### src/rtl/dma_regfile_pkg.sv
// Shared constants and types for the multi-channel DMA APB register file.
package dma_regfile_pkg;

  localparam int          GLOBAL_BIT = 11;
  localparam logic [11:0] CH_STRIDE  = 12'h040;

  localparam logic [5:0] OFF_CONFIG0 = 6'h00;
  localparam logic [5:0] OFF_CONFIG1 = 6'h04;
  localparam logic [5:0] OFF_CONFIG2 = 6'h08;
  localparam logic [5:0] OFF_CONFIG3 = 6'h0C;
  localparam logic [5:0] OFF_START   = 6'h20;
  localparam logic [5:0] OFF_STATUS  = 6'h30;

  localparam logic [7:0] OFF_INT_STATUS = 8'h00;
  localparam logic [7:0] OFF_INT_ENABLE = 8'h04;
  localparam logic [7:0] OFF_BUSY       = 8'h08;

  typedef enum logic [1:0] {IDLE, WAIT, READY} apb_state_t;

endpackage

### src/rtl/dma_regfile_mc_ch_regs.sv
// One DMA channel: CONFIG0..3, busy flag, start pulse and interrupt-set request.
module dma_ch_regs
  import dma_regfile_pkg::*;
(
  input  logic        clk_i,
  input  logic        reset_i,
  input  logic        wr_en_i,
  input  logic [5:0]  wr_off_i,
  input  logic [31:0] wdata_i,
  input  logic        done_i,
  output logic [31:0] cfg0_o,
  output logic [31:0] cfg1_o,
  output logic [31:0] cfg2_o,
  output logic        set_int_o,
  output logic        cmd_last_o,
  output logic [27:0] next_addr_o,
  output logic        start_o,
  output logic        busy_o,
  output logic        int_set_o
);

  logic [31:0] cfg0_q, cfg0_d, cfg1_q, cfg1_d, cfg2_q, cfg2_d;
  logic [27:0] next_addr_q, next_addr_d;
  logic        set_int_q, set_int_d, cmd_last_q, cmd_last_d;
  logic        start_q, start_d, busy_q, busy_d;

  always_comb begin
    cfg0_d      = cfg0_q;
    cfg1_d      = cfg1_q;
    cfg2_d      = cfg2_q;
    next_addr_d = next_addr_q;
    set_int_d   = set_int_q;
    cmd_last_d  = cmd_last_q;
    start_d     = 1'b0;
    busy_d      = busy_q;
    // done only matters for a channel that is actually running
    if (done_i && busy_q) busy_d = 1'b0;
    if (wr_en_i) begin
      case (wr_off_i)
        OFF_CONFIG0: cfg0_d = wdata_i;
        OFF_CONFIG1: cfg1_d = wdata_i;
        OFF_CONFIG2: cfg2_d = wdata_i;
        OFF_CONFIG3: begin
          set_int_d   = wdata_i[0];
          cmd_last_d  = wdata_i[1];
          next_addr_d = wdata_i[31:4];
        end
        OFF_START: if (wdata_i[0]) begin
          start_d = 1'b1;
          busy_d  = 1'b1;
        end
        default: ;
      endcase
    end
  end

  always_ff @(posedge clk_i) begin
    if (!reset_i) begin
      cfg0_q      <= '0;
      cfg1_q      <= '0;
      cfg2_q      <= '0;
      next_addr_q <= '0;
      set_int_q   <= 1'b0;
      cmd_last_q  <= 1'b1;
      start_q     <= 1'b0;
      busy_q      <= 1'b0;
    end else begin
      cfg0_q      <= cfg0_d;
      cfg1_q      <= cfg1_d;
      cfg2_q      <= cfg2_d;
      next_addr_q <= next_addr_d;
      set_int_q   <= set_int_d;
      cmd_last_q  <= cmd_last_d;
      start_q     <= start_d;
      busy_q      <= busy_d;
    end
  end

  assign cfg0_o      = cfg0_q;
  assign cfg1_o      = cfg1_q;
  assign cfg2_o      = cfg2_q;
  assign next_addr_o = next_addr_q;
  assign set_int_o   = set_int_q;
  assign cmd_last_o  = cmd_last_q;
  assign start_o     = start_q;
  assign busy_o      = busy_q;
  assign int_set_o   = done_i & busy_q & set_int_q;

endmodule

### src/rtl/dma_regfile_mc.sv
// APB front end for NUM_CH DMA channels: wait-state FSM, decode, read mux,
// global interrupt status/enable and irq.
module dma_regfile_mc
  import dma_regfile_pkg::*;
#(
  parameter int NUM_CH      = 4,
  parameter int ADDR_BITS   = 16,
  parameter int WAIT_STATES = 0
) (
  input  logic                   clk_i,
  input  logic                   reset_i,
  input  logic                   pclken_i,
  input  logic                   psel_i,
  input  logic                   penable_i,
  input  logic                   pwrite_i,
  input  logic [ADDR_BITS-1:0]   paddr_i,
  input  logic [31:0]            pwdata_i,
  output logic [31:0]            prdata_o,
  output logic                   pready_o,
  output logic                   pslverr_o,
  input  logic [NUM_CH-1:0]      ch_done_i,
  input  logic [NUM_CH*16-1:0]   buffer_count_i,
  input  logic [NUM_CH*16-1:0]   int_count_i,
  output logic [NUM_CH*32-1:0]   rd_start_addr_o,
  output logic [NUM_CH*32-1:0]   wr_start_addr_o,
  output logic [NUM_CH*32-1:0]   buffer_size_o,
  output logic [NUM_CH-1:0]      set_int_o,
  output logic [NUM_CH-1:0]      cmd_last_o,
  output logic [NUM_CH*28-1:0]   next_addr_o,
  output logic [NUM_CH-1:0]      ch_start_o,
  output logic [NUM_CH-1:0]      ch_busy_o,
  output logic                   irq_o
);

  localparam int CH_LSB = $clog2(CH_STRIDE);

  logic [NUM_CH-1:0][31:0] cfg0, cfg1, cfg2;
  logic [NUM_CH-1:0][27:0] nxt;
  logic [NUM_CH-1:0]       set_int, cmd_last, start, busy, int_set, ch_wr;

  apb_state_t       state_q, state_d;
  logic [1:0]       cnt_q, cnt_d;
  logic             load_rsp, pready, commit, wr_en;
  logic [31:0]      rdata_q, rdata_d;
  logic             pslverr_q, err_d;
  logic [NUM_CH-1:0] int_status_q, int_status_d, int_enable_q, int_enable_d, w1c;
  logic             irq_q;

  // decode
  logic [2:0]  ch;
  logic [5:0]  ch_off;
  logic [7:0]  g_off;
  logic        is_glob, dec_err;
  logic [31:0] s_cfg0, s_cfg1, s_cfg2, s_cfg3, s_stat, rd_mux;
  logic        s_busy;
  logic        unused_addr;

  assign ch          = paddr_i[CH_LSB +: 3];
  assign ch_off      = paddr_i[CH_LSB-1:0];
  assign g_off       = paddr_i[7:0];
  assign is_glob     = paddr_i[GLOBAL_BIT];
  assign unused_addr = ^paddr_i[10:9];
  assign dec_err     = (paddr_i[1:0] != 2'b00) || (|paddr_i[ADDR_BITS-1:12]) ||
                       (!is_glob && ({29'd0, ch} >= 32'(NUM_CH)));

  always_comb begin
    s_cfg0 = '0;
    s_cfg1 = '0;
    s_cfg2 = '0;
    s_cfg3 = '0;
    s_stat = '0;
    s_busy = 1'b0;
    for (int c = 0; c < NUM_CH; c++) begin
      if (ch == 3'(c)) begin
        s_cfg0 = cfg0[c];
        s_cfg1 = cfg1[c];
        s_cfg2 = cfg2[c];
        s_cfg3 = {nxt[c], 2'b00, cmd_last[c], set_int[c]};
        s_stat = {int_count_i[16*c +: 16], buffer_count_i[16*c +: 16]};
        s_busy = busy[c];
      end
    end
  end

  always_comb begin
    rd_mux = '0;
    err_d  = dec_err;
    if (!dec_err) begin
      if (is_glob) begin
        case (g_off)
          OFF_INT_STATUS: rd_mux = 32'(int_status_q);
          OFF_INT_ENABLE: rd_mux = 32'(int_enable_q);
          OFF_BUSY: begin
            rd_mux = 32'(busy);
            err_d  = pwrite_i;
          end
          default: ;
        endcase
      end else begin
        case (ch_off)
          OFF_CONFIG0: rd_mux = s_cfg0;
          OFF_CONFIG1: rd_mux = s_cfg1;
          OFF_CONFIG2: rd_mux = s_cfg2;
          OFF_CONFIG3: rd_mux = s_cfg3;
          OFF_START:   err_d  = !pwrite_i || (pwdata_i[0] && s_busy);
          OFF_STATUS: begin
            rd_mux = s_stat;
            err_d  = pwrite_i;
          end
          default: ;
        endcase
      end
    end
    rdata_d = (err_d || pwrite_i) ? 32'd0 : rd_mux;
  end

  // APB FSM: state register
  always_ff @(posedge clk_i) begin
    if (!reset_i) state_q <= IDLE;
    else          state_q <= state_d;
  end

  // APB FSM: next state
  always_comb begin
    state_d  = state_q;
    cnt_d    = cnt_q;
    load_rsp = 1'b0;
    if (pclken_i) begin
      case (state_q)
        IDLE: if (psel_i && !penable_i) begin
          if (WAIT_STATES == 0) begin
            state_d  = READY;
            load_rsp = 1'b1;
          end else begin
            state_d = WAIT;
            cnt_d   = 2'(WAIT_STATES);
          end
        end
        WAIT: begin
          if (!psel_i) state_d = IDLE;
          else if (penable_i) begin
            if (cnt_q == 2'd1) begin
              state_d  = READY;
              load_rsp = 1'b1;
            end else begin
              cnt_d = cnt_q - 2'd1;
            end
          end
        end
        READY:   state_d = IDLE;
        default: state_d = IDLE;
      endcase
    end
  end

  // APB FSM: outputs
  always_comb begin
    pready = (state_q == READY);
    commit = pready && pclken_i && psel_i && penable_i;
    wr_en  = commit && pwrite_i && !pslverr_q;
  end

  always_comb begin
    for (int c = 0; c < NUM_CH; c++)
      ch_wr[c] = wr_en && !is_glob && (ch == 3'(c));
    w1c          = (wr_en && is_glob && g_off == OFF_INT_STATUS) ? pwdata_i[NUM_CH-1:0] : '0;
    // a same-edge done wins over the clear
    int_status_d = (int_status_q & ~w1c) | int_set;
    int_enable_d = (wr_en && is_glob && g_off == OFF_INT_ENABLE) ? pwdata_i[NUM_CH-1:0]
                                                                 : int_enable_q;
  end

  always_ff @(posedge clk_i) begin
    if (!reset_i) begin
      cnt_q        <= '0;
      rdata_q      <= '0;
      pslverr_q    <= 1'b0;
      int_status_q <= '0;
      int_enable_q <= '0;
      irq_q        <= 1'b0;
    end else begin
      cnt_q        <= cnt_d;
      int_status_q <= int_status_d;
      int_enable_q <= int_enable_d;
      irq_q        <= |(int_status_q & int_enable_q);
      if (load_rsp) begin
        rdata_q   <= rdata_d;
        pslverr_q <= err_d;
      end
    end
  end

  for (genvar c = 0; c < NUM_CH; c++) begin : g_ch
    dma_ch_regs u_ch (
      .clk_i       (clk_i),
      .reset_i     (reset_i),
      .wr_en_i     (ch_wr[c]),
      .wr_off_i    (ch_off),
      .wdata_i     (pwdata_i),
      .done_i      (ch_done_i[c]),
      .cfg0_o      (cfg0[c]),
      .cfg1_o      (cfg1[c]),
      .cfg2_o      (cfg2[c]),
      .set_int_o   (set_int[c]),
      .cmd_last_o  (cmd_last[c]),
      .next_addr_o (nxt[c]),
      .start_o     (start[c]),
      .busy_o      (busy[c]),
      .int_set_o   (int_set[c])
    );
  end

  assign prdata_o        = pready ? rdata_q : 32'd0;
  assign pslverr_o       = pready ? pslverr_q : 1'b0;
  assign pready_o        = pready;
  assign rd_start_addr_o = cfg0;
  assign wr_start_addr_o = cfg1;
  assign buffer_size_o   = cfg2;
  assign next_addr_o     = nxt;
  assign set_int_o       = set_int;
  assign cmd_last_o      = cmd_last;
  assign ch_start_o      = start;
  assign ch_busy_o       = busy;
  assign irq_o           = irq_q;

endmodule

### config.mk
export PLATFORM = sky130hd
export DESIGN_NAME = dma_regfile_mc
export DESIGN_NICKNAME = d
export VERILOG_FILES = /design/src/rtl/dma_regfile_pkg.sv /design/src/rtl/dma_regfile_mc_ch_regs.sv /design/src/rtl/dma_regfile_mc.sv
export SDC_FILE = /design/constraint.sdc
export NUM_CORES = 1
export LEC_CHECK = 0
export ABC_CLOCK_PERIOD_IN_PS = 2200
export CAP_MARGIN = 25
export CORE_AREA = 2 2 287 289
export CTS_CLUSTER_DIAMETER = 200
export DETAILED_ROUTE_END_ITERATION = 16
export DIE_AREA = 0 0 289 291
export PLACE_DENSITY = 0.64
export SYNTH_ARGS = -nofsm -noshare
export SYNTH_HDL_FRONTEND = slang
export SYNTH_SLANG_ARGS = --single-unit
### constraint.sdc
create_clock -name clk_i -period 2.2 [get_ports clk_i]
set_input_delay 0.33 -clock clk_i [delete_from_list [all_inputs] [get_ports clk_i]]
set_output_delay 0.33 -clock clk_i [all_outputs]
set_load 0.1 [all_outputs]
After elaboration in Yosys (flattened, before gate mapping)
Cells that the tools add are included.
- add/subtract/negate cells: 1
- $lt $le $gt $ge: 1
- equality and inequality tests: 16
- mux-type cells: 65
- bitwise operators: 13
- reductions and logical operators: 57
- operators by type and width (kind ; number):
    $mux 32 ; 24
    $pmux 32 s5 ; 1
    $reduce_and 2->1 ; 20
    $mux 1 ; 31
    $logic_and 1x1->1 ; 20
    $eq 6x4->1 const B ; 2
    $eq 6x6->1 const B ; 2
    $pmux 4 s3 ; 1
    $and 1x1->1 ; 8
    $and 4x4->4 ; 2
    $eq 8x3->1 const B ; 1
    $eq 8x4->1 const B ; 1
    $logic_not 8->1 ; 1
    $mux 2 ; 4
    $reduce_or 4->1 ; 2
    $eq 3x2->1 const B ; 2
    $eq 6x3->1 const B ; 1
    $logic_not 6->1 ; 1
    $ne 3x3->1 const B ; 2
    $reduce_and 5->1 ; 1
    $eq 2x1->1 const B ; 2
    $logic_not 1->1 ; 4
    $logic_or 1x1->1 ; 4
    $mux 4 ; 1
    other kinds (14) ; 15
- bits in registers: 558
- output and inout bits: 547
- logic and storage cells: 192

Depth between registers and ports, before layout
Gate-level depths: netlist of the first run.
- word-level depth: 12
- depth in mapped cells: 9
- depth with buffers taken out: 5

Modules after synthesis
A second synthesis of the first run with hierarchy kept.
- cell total of the unflattened synthesis: 2631
- area total of the unflattened synthesis: 26430.3 µm²
- modules (own cells, without submodules) (module ; instances ; cells each ; area an instance (µm²) ; seq. area each (µm²)):
    dma_ch_regs ; 4 ; 455 ; 4762.1 ; 2562.5
    dma_regfile_mc ; 1 ; 811 ; 7382.1 ; 860.8

Least setup slack after synthesis of the first run
Ideal clock, no wire load.
- kind: reg2reg
- from: register state_q[1]
- to: register g_ch[1].u_ch.cfg2_q[29]
- arrival time: 2.760 ns
- data required time: 2.074 ns
- slack: -0.686 ns
- cell stages (with the launch flop): 9
- period minus slack after synthesis: 2.886 ns
- cells stage by stage: dfxtp_1 > nand4b_2 > or3_4 > buf_6 > or4_1 > buf_4 > buf_6 > nand3_1 > o21ai_1
- longest elaborated chain between the ends: 9
- ends and longest elaborated chain (element ; RTL line ; RTL):
    start, declared ; dma_regfile_mc.sv:41 ; apb_state_t state_q, state_d;
    start signal, assigned ; dma_regfile_mc.sv:120 ; else state_q <= state_d;
    $eq 2x2->1 ; dma_regfile_mc.sv:158 ; pready = (state_q == READY);
    $logic_and 1x1->1 (3 in a row) ; dma_regfile_mc.sv:159 ; commit = pready && pclken_i && psel_i && penable_i;
    $logic_and 1x1->1 (2 in a row) ; dma_regfile_mc.sv:160 ; wr_en = commit && pwrite_i && !pslverr_q;
    $logic_and 1x1->1 (2 in a row) ; dma_regfile_mc.sv:165 ; ch_wr[c] = wr_en && !is_glob && (ch == 3'(c));
    $reduce_and 2->1 (no source line) ; -- ;
    end signal, assigned ; dma_regfile_mc_ch_regs.sv:70 ; cfg2_q <= cfg2_d;
    end, declared ; dma_regfile_mc_ch_regs.sv:22 ; logic [31:0] cfg0_q, cfg0_d, cfg1_q, cfg1_d, cfg2_q, cfg2_d;
No other way between the ends.
A chain may end at the register's enable or synchronous reset.

Worst setup path in the final report of the first run
- from: register pslverr_q
- to: register g_ch[3].u_ch.next_addr_q[7]
- longest elaborated chain between the ends: 5
- ends and longest elaborated chain (element ; RTL line ; RTL):
    start, declared ; dma_regfile_mc.sv:45 ; logic pslverr_q, err_d;
    start signal, assigned ; dma_regfile_mc.sv:188 ; pslverr_q <= err_d;
    $logic_not 1->1 ; dma_regfile_mc.sv:160 ;
    $logic_and 1x1->1 ; dma_regfile_mc.sv:160 ;
    $logic_and 1x1->1 (2 in a row) ; dma_regfile_mc.sv:165 ;
    $reduce_and 2->1 (no source line) ; -- ;
    end signal, assigned ; dma_regfile_mc_ch_regs.sv:71 ; next_addr_q <= next_addr_d;
    end, declared ; dma_regfile_mc_ch_regs.sv:23 ; logic [27:0] next_addr_q, next_addr_d;
No other way between the ends.

==> impl_metrics.yaml, run 1 <==
run_status:
  status: "finished, violations left"
  violations: "setup timing"
timing:
  finalCritPeriodShare_pct: 100
  rsz0062_at_grt: "true"
  fin_setup_tns_ns: -0.0109
  slew_headroom_pct: 50.4
  tightest_slew_ns: 0.742
  hold_viol: 0
  drv_slew: 0
  worst_slack_ns: -0.0109
  period_minus_slack_ns: 2.21
  fmax_ghz: 0.452
  setup_viol: 1
  finClkSkew_ns: 0.0346
clocking:
  clock_path_buffers: 3
  cts_tree: "yes"
  root_buffer: "clkbuf_16"
  cts_hold_buf: 0
  clkTransAtPathRegs_ns: 0.07
  htree_num_levels: 3
  cts.sinks: 555
  clk_latency_ns: 0.61
  cts_buffers: 67
global_routing:
  grt_pass1_vias: 23700
  antenna_found_initial: 4
  grt_overflow: 0
  grt_use_total_pct: 27.4
  grt_first_pass_wirelength_mm: 169
  grt_max_degree: 84
die:
  fp.dieH_um: 291
  die-area_um2: 84100
  num_io_pins: 733
  coreArea_um2: 81200
  start_util_pct: 29.9
  fp.dieW_um: 289
  fp-row-count: 105
critical_path:
  critPathArrivalTime_ns: 2.67
  setup.worst_path.end_class: "flop"
  path_class: "flop to flop"
  crit_fanout: 44
  critPathRequiredTime_ns: 2.65
  start_kind: "flop"
finish:
  finish.net_count: 3611
  drive_gt1_share_pct: 34.6
  num-fill-cells: 7870
  syn_to_final_growth_pct: 48.0
  final_common_cell: "buf_4"
  fin_util_pct: 44.3
  final_cell_mix: "buf_4, dfxtp_1, nand3_1"
routing:
  ant_nets: 0
  routed_wl_mm: 121
  dr.pass1.iters: 5
  route.detailed.drc: 0
  wl_per_cell_um: 26.6
  vias: 24900
  vias_per_cell: 5.48
  drtIter0Drc: 2078
place:
  port_buffers: 730
  pre_cts_ws_ns: -0.585
  gp_congestion: 0.890
  dp_hpwl_mm: 89.4
synthesis:
  ys_seq_area_share_pct: 45.7
  synthesis.instances: 2669
  syn_area_per_cell_um2: 9.10
  synth_edf_count: 0
  synth_top_flop_cell: "dfxtp_1"
  synth_seq_cells: 555
  async_flop_share_pct: 0
  syn_nets: 2855
  synth.distinct_cells: 56
  netlist_area_um2: 24300
  synth_warnings: 0
pwr:
  powerDensity_nw_per_um2: 648
  p_leak_uw: 0.0143
  irDropWorstVdd_uv: 436
flow_run:
  drv_cap: 0
worst_hold_path:
  hold_path.class: "primary input to flop"
## metrics by stage
| step | std cells | area (um2) | hold slack (ns) | power, uW |
|---|---|---|---|---|
| after global routing | 4547 | 35900 | 0.129 | 23900 |
| after global placement | 4419 | 33500 | 0.427 | 12000 |
| after CTS | 4541 | 35800 | 0.0859 | 23400 |
| after detailed placement | 4419 | 33500 | 0.434 | 12000 |
| final | 4550 | 36000 | 0.141 | 23300 |
| after floorplan | 2669 | 24500 | 0.417 | 11000 |
## layout make-up
cell class / instances / area (um2) / share of cell area, %
Inverter: 23 / 86.3 / 0.240
Sequential cell: 555 / 11100 / 30.9
Antenna cell: 5 / 12.5 / 0.0348
Multi-Input combinational cell: 1777 / 11900 / 33.2
Clock buffer: 97 / 1960 / 5.46
Clock inverter: 22 / 295 / 0.821
Timing Repair Buffer: 1001 / 9220 / 25.7
Tap cell: 1070 / 1340 / 3.72
## cell usage after synthesis, drive strengths merged (2+ instances only)
master | n | area share (%)
a2111oi | 4 | 0.14
a211oi | 48 | 1.5
a21boi | 5 | 0.15
a22oi | 2 | 0.062
a31o | 32 | 1.2
a31oi | 9 | 0.23
and2 | 41 | 1.1
and3 | 5 | 0.13
buf | 138 | 3.1
clkbuf | 176 | 2.7
dfxtp | 555 | 46
inv | 22 | 0.34
mux2 | 158 | 7.3
mux2i | 30 | 1.2
mux4 | 60 | 5.6
nand2 | 125 | 1.9
nand2b | 2 | 0.052
nand3 | 474 | 9.8
nand3b | 2 | 0.062
nand4 | 9 | 0.23
nor2 | 39 | 0.60
nor2b | 35 | 0.90
nor3 | 16 | 0.35
nor3b | 6 | 0.19
nor4 | 4 | 0.16
nor4b | 6 | 0.22
o211a | 2 | 0.082
o211ai | 2 | 0.062
o21a | 5 | 0.15
o21ai | 501 | 10
o21bai | 2 | 0.062
o221ai | 7 | 0.25
o22ai | 114 | 2.9
o2bb2ai | 7 | 0.25
o31ai | 2 | 0.062
or3 | 5 | 0.15
or4 | 10 | 0.34
## per-layer routing
metal	wire length, um	track usage (%)	up-vias
met5	0	0	-
met4	5770	12.6	0
met3	11000	6.36	262
met2	57400	45.4	1283
met1	46800	33.6	12100
li1	-	-	11300
## where the power goes
group          internal, uW  switching, uW
combinational           796            998
clock                  6830           4630
sequential            10100           1.77
## critical path, stage by stage, from the launching register on
cell and delay, ns:
dfxtp_2 0.33, nand4b_4 0.17, or3_4 0.40, buf_4 0.16, or4_4 0.52, buf_12 0.19, nand3_1 0.13, o21ai_0 0.09
## what timing repair did
item,CTS,global route
setup endpoints to repair,43,101
pin swaps,2,3
setup buffers,1,1
cloned,2,3
gates resized for setup,8,16
## sequential cells by signal (all words and copies together) (netlist names), 4 cells and up
register	cells
g_ch.u_ch.cfg1_o	128
g_ch.u_ch.cmd_last_o	4
g_ch.u_ch.cfg2_o	128
g_ch.u_ch.cfg0_o	128
int_status_q	4
int_enable_q	4
g_ch.u_ch.busy_o	4
g_ch.u_ch.start_o	4
g_ch.u_ch.next_addr_o	112
g_ch.u_ch.set_int_o	4
rdata_q	32
## final timing paths
check                           startpoint                                        to  slack [ns]  depth (start not counted)
hold / removal                     reset_i                    pslverr_q$_SDFFE_PN0P_        0.14                          3
hold reg to reg   rdata_q[13]$_SDFFE_PN0P_                  rdata_q[13]$_SDFFE_PN0P_        0.44                          2
setup reg to reg    pslverr_q$_SDFFE_PN0P_  g_ch[3].u_ch.next_addr_o[7]$_SDFFE_PN0P_       -0.01                          7
setup / recovery    pslverr_q$_SDFFE_PN0P_  g_ch[3].u_ch.next_addr_o[7]$_SDFFE_PN0P_       -0.01                          7
## kinds of logic (layout without fill, tap and decap cells)
group / count (synthesis) / count (layout) / synth area share [%]
flops: 555 / 555 / 45.7
other cells: 0 / 5 / 0
mux: 248 / 248 / 14.1
simple gates: 783 / 783 / 16.3
compound gates: 746 / 746 / 17.6
buf+inv: 337 / 1143 / 6.21
Note: power is estimated with default switching activity, not from simulation.
==> run 2: changes to the inputs <==
--- a/config.mk
+++ b/config.mk
@@ -12,6 +12,7 @@
 export DETAILED_ROUTE_END_ITERATION = 16
 export DIE_AREA = 0 0 289 291
 export PLACE_DENSITY = 0.64
+export SLEW_MARGIN = 5
 export SYNTH_ARGS = -nofsm -noshare
 export SYNTH_HDL_FRONTEND = slang
 export SYNTH_SLANG_ARGS = --single-unit
==> results of run 2 <==
Final layout, timing and power as in run 1 (identical DEF).
==> run 3: changes to the inputs <==
--- a/config.mk
+++ b/config.mk
@@ -9,9 +9,12 @@
 export CAP_MARGIN = 25
 export CORE_AREA = 2 2 287 289
 export CTS_CLUSTER_DIAMETER = 200
+export CTS_CLUSTER_SIZE = 24
 export DETAILED_ROUTE_END_ITERATION = 16
 export DIE_AREA = 0 0 289 291
+export MAX_ROUTING_LAYER = met4
 export PLACE_DENSITY = 0.64
+export SKIP_CTS_REPAIR_TIMING = 1
 export SLEW_MARGIN = 5
 export SYNTH_ARGS = -nofsm -noshare
 export SYNTH_HDL_FRONTEND = slang
==> impl_metrics.yaml, run 3 (synthesized netlist as in run 1, its figures left out) <==
die:
  fp.dieH_um: 291
  start_util_pct: 29.9
  num_io_pins: 733
  die-area_um2: 84100
  fp-row-count: 105
  coreArea_um2: 81200
  fp.dieW_um: 289
pwr:
  p_leak_uw: 0.0135
  powerDensity_nw_per_um2: 512
  irDropWorstVdd_uv: 584
  total_power_uw: 17600
clocking:
  cts_buffers: 27
  clock_path_buffers: 3
  cts.sinks: 555
  root_buffer: "clkbuf_16"
  clk_latency_ns: 0.64
  clkTransAtPathRegs_ns: 0.11
  htree_num_levels: 1
  cts_tree: "yes"
finish:
  ff_latch_area_um2: 11100
  final_cell_area_um2: 34300
  num-fill-cells: 8021
  final_cell_mix: "buf_4, dfxtp_1, nand3_1"
  final_common_cell: "buf_4"
  drive_gt1_share_pct: 33.1
  syn_to_final_growth_pct: 41.4
  multi_input_area_um2: 11900
  finish.net_count: 3567
global_routing:
  grt_use_total_pct: 27.3
  antenna_found_initial: 5
  use_met2_pct: 44.4
  grt_busiest_layer: "met2"
  grt_use_met1_pct: 33.4
  grt_max_degree: 84
  grt_pass1_vias: 22900
  grt_use_met3_pct: 5.23
  grt_overflow: 0
  grt_first_pass_wirelength_mm: 165
timing:
  holdWs_ns: 0.111
  drv_slew: 0
  fmax_ghz: 0.450
  setup_viol: 5
  tightest_slew_ns: 0.693
  hold_viol: 0
  fin_setup_tns_ns: -0.0709
  rsz0062_at_grt: "true"
  period_minus_slack_ns: 2.22
  slew_headroom_pct: 53.7
  finClkSkew_ns: 0.0308
  finalCritPeriodShare_pct: 101
  worst_slack_ns: -0.0228
routing:
  route.detailed.drc: 0
  wl_per_cell_um: 26.8
  dr.pass1.iters: 5
  ant_nets: 0
  routed_wl_mm: 119
  vias: 24700
  drtIter0Drc: 2273
  vias_per_cell: 5.54
critical_path:
  setup.worst_path.end_class: "flop"
  crit_fanout: 40
  crit_chain: "nand4b_4, or3_4, buf_4, or4_4, buf_12, nand3_1, o21ai_1"
  rr_worst_depth: 7
  critPathRequiredTime_ns: 2.68
  path_delay_family: "simple AND/OR/NAND/NOR gates"
  critPathArrivalTime_ns: 2.70
  crit_slowest_cell: "or4_4"
  reg2reg_slack_ns: -0.02
  timing.rr.end: "g_ch[1].u_ch.cfg2_o[13]$_SDFFE_PN0P_"
  start_kind: "flop"
  path_class: "flop to flop"
  startpoint: "pslverr_q$_SDFFE_PN0P_"
  r2r-start: "pslverr_q$_SDFFE_PN0P_"
  cp_num_buf_inv: 2
  slowest_delay_ns: 0.56
worst_hold_path:
  hold_end: "pslverr_q$_SDFFE_PN0P_"
  hold_path.class: "primary input to flop"
  timing.hold.worst.start: "reset_i"
  worstHoldPathCells: 3
place:
  dpl_cell_area_um2: 33500
  port_buffers: 730
  gp_congestion: 0.905
  dp_hpwl_mm: 89.4
flow_run:
  drv_cap: 0
run_status:
  status: "finished, violations left"
  violations: "setup timing"
## run 3: changes by cell type in the layout (fill, tap and decap cells not counted), moves of 5 or more
cell / previous run / this run
clkbuf_8: 13 / 0
bufinv_16: 5 / 0
clkbuf_1: 15 / 1
clkbuf_16: 71 / 30
clkinv_2: 7 / 0
## run 3: worst max-delay path by stage
stage               depth (start not counted)                              endpoint
global placement                            8  g_ch[1].u_ch.cmd_last_o$_SDFFE_PN1P_
finish                                      7  g_ch[1].u_ch.cfg2_o[13]$_SDFFE_PN0P_
floorplan                                   7  g_ch[1].u_ch.cfg0_o[10]$_SDFFE_PN0P_
CTS                                         3                          prdata_o[31]
global route                                7  g_ch[1].u_ch.cfg2_o[15]$_SDFFE_PN0P_
detailed placement                          9  g_ch[1].u_ch.cfg2_o[13]$_SDFFE_PN0P_
## run 3: routing by layer
layer	share of wire, %	vias up
met5	0	-
met4	4.8	0
met3	8.7	236
met2	47	1256
met1	39	12000
li1	-	11200
## run 3: tightest hold or removal path, delay by kind of cell
kind	cells	cell delay [ns]
AOI/OAI and AO/OA	2	0.17
buffers and inverters	1	0.18
## run 3: layout make-up
class	instances	area share (%)
clock buffers	28	1.98
diodes	5	0.0364
multi-input cells	1777	34.7
flip-flops and latches	555	32.4
repair buffers	997	26.7
clock inverters	2	0.113
inverters	23	0.251
well taps	1070	3.90
## run 3: power breakdown
part | leakage, uW | switching, uW | total [uW] | internal [uW]
clock | 0.000350 | 3510 | 5750 | 2240
sequential | 0.00447 | 1.78 | 10000 | 10000
combinational | 0.00867 | 995 | 1790 | 795
## run 3: through the flow
step,utilization [%],cells,setup slack [ns]
finish,42.3,4457,-0.0228
global route,42.3,4456,-0.0474
CTS,42.1,4449,-0.175
detailed placement,41.2,4419,-0.585
global placement,41.2,4419,-0.556
floorplan,-,2669,-0.0636
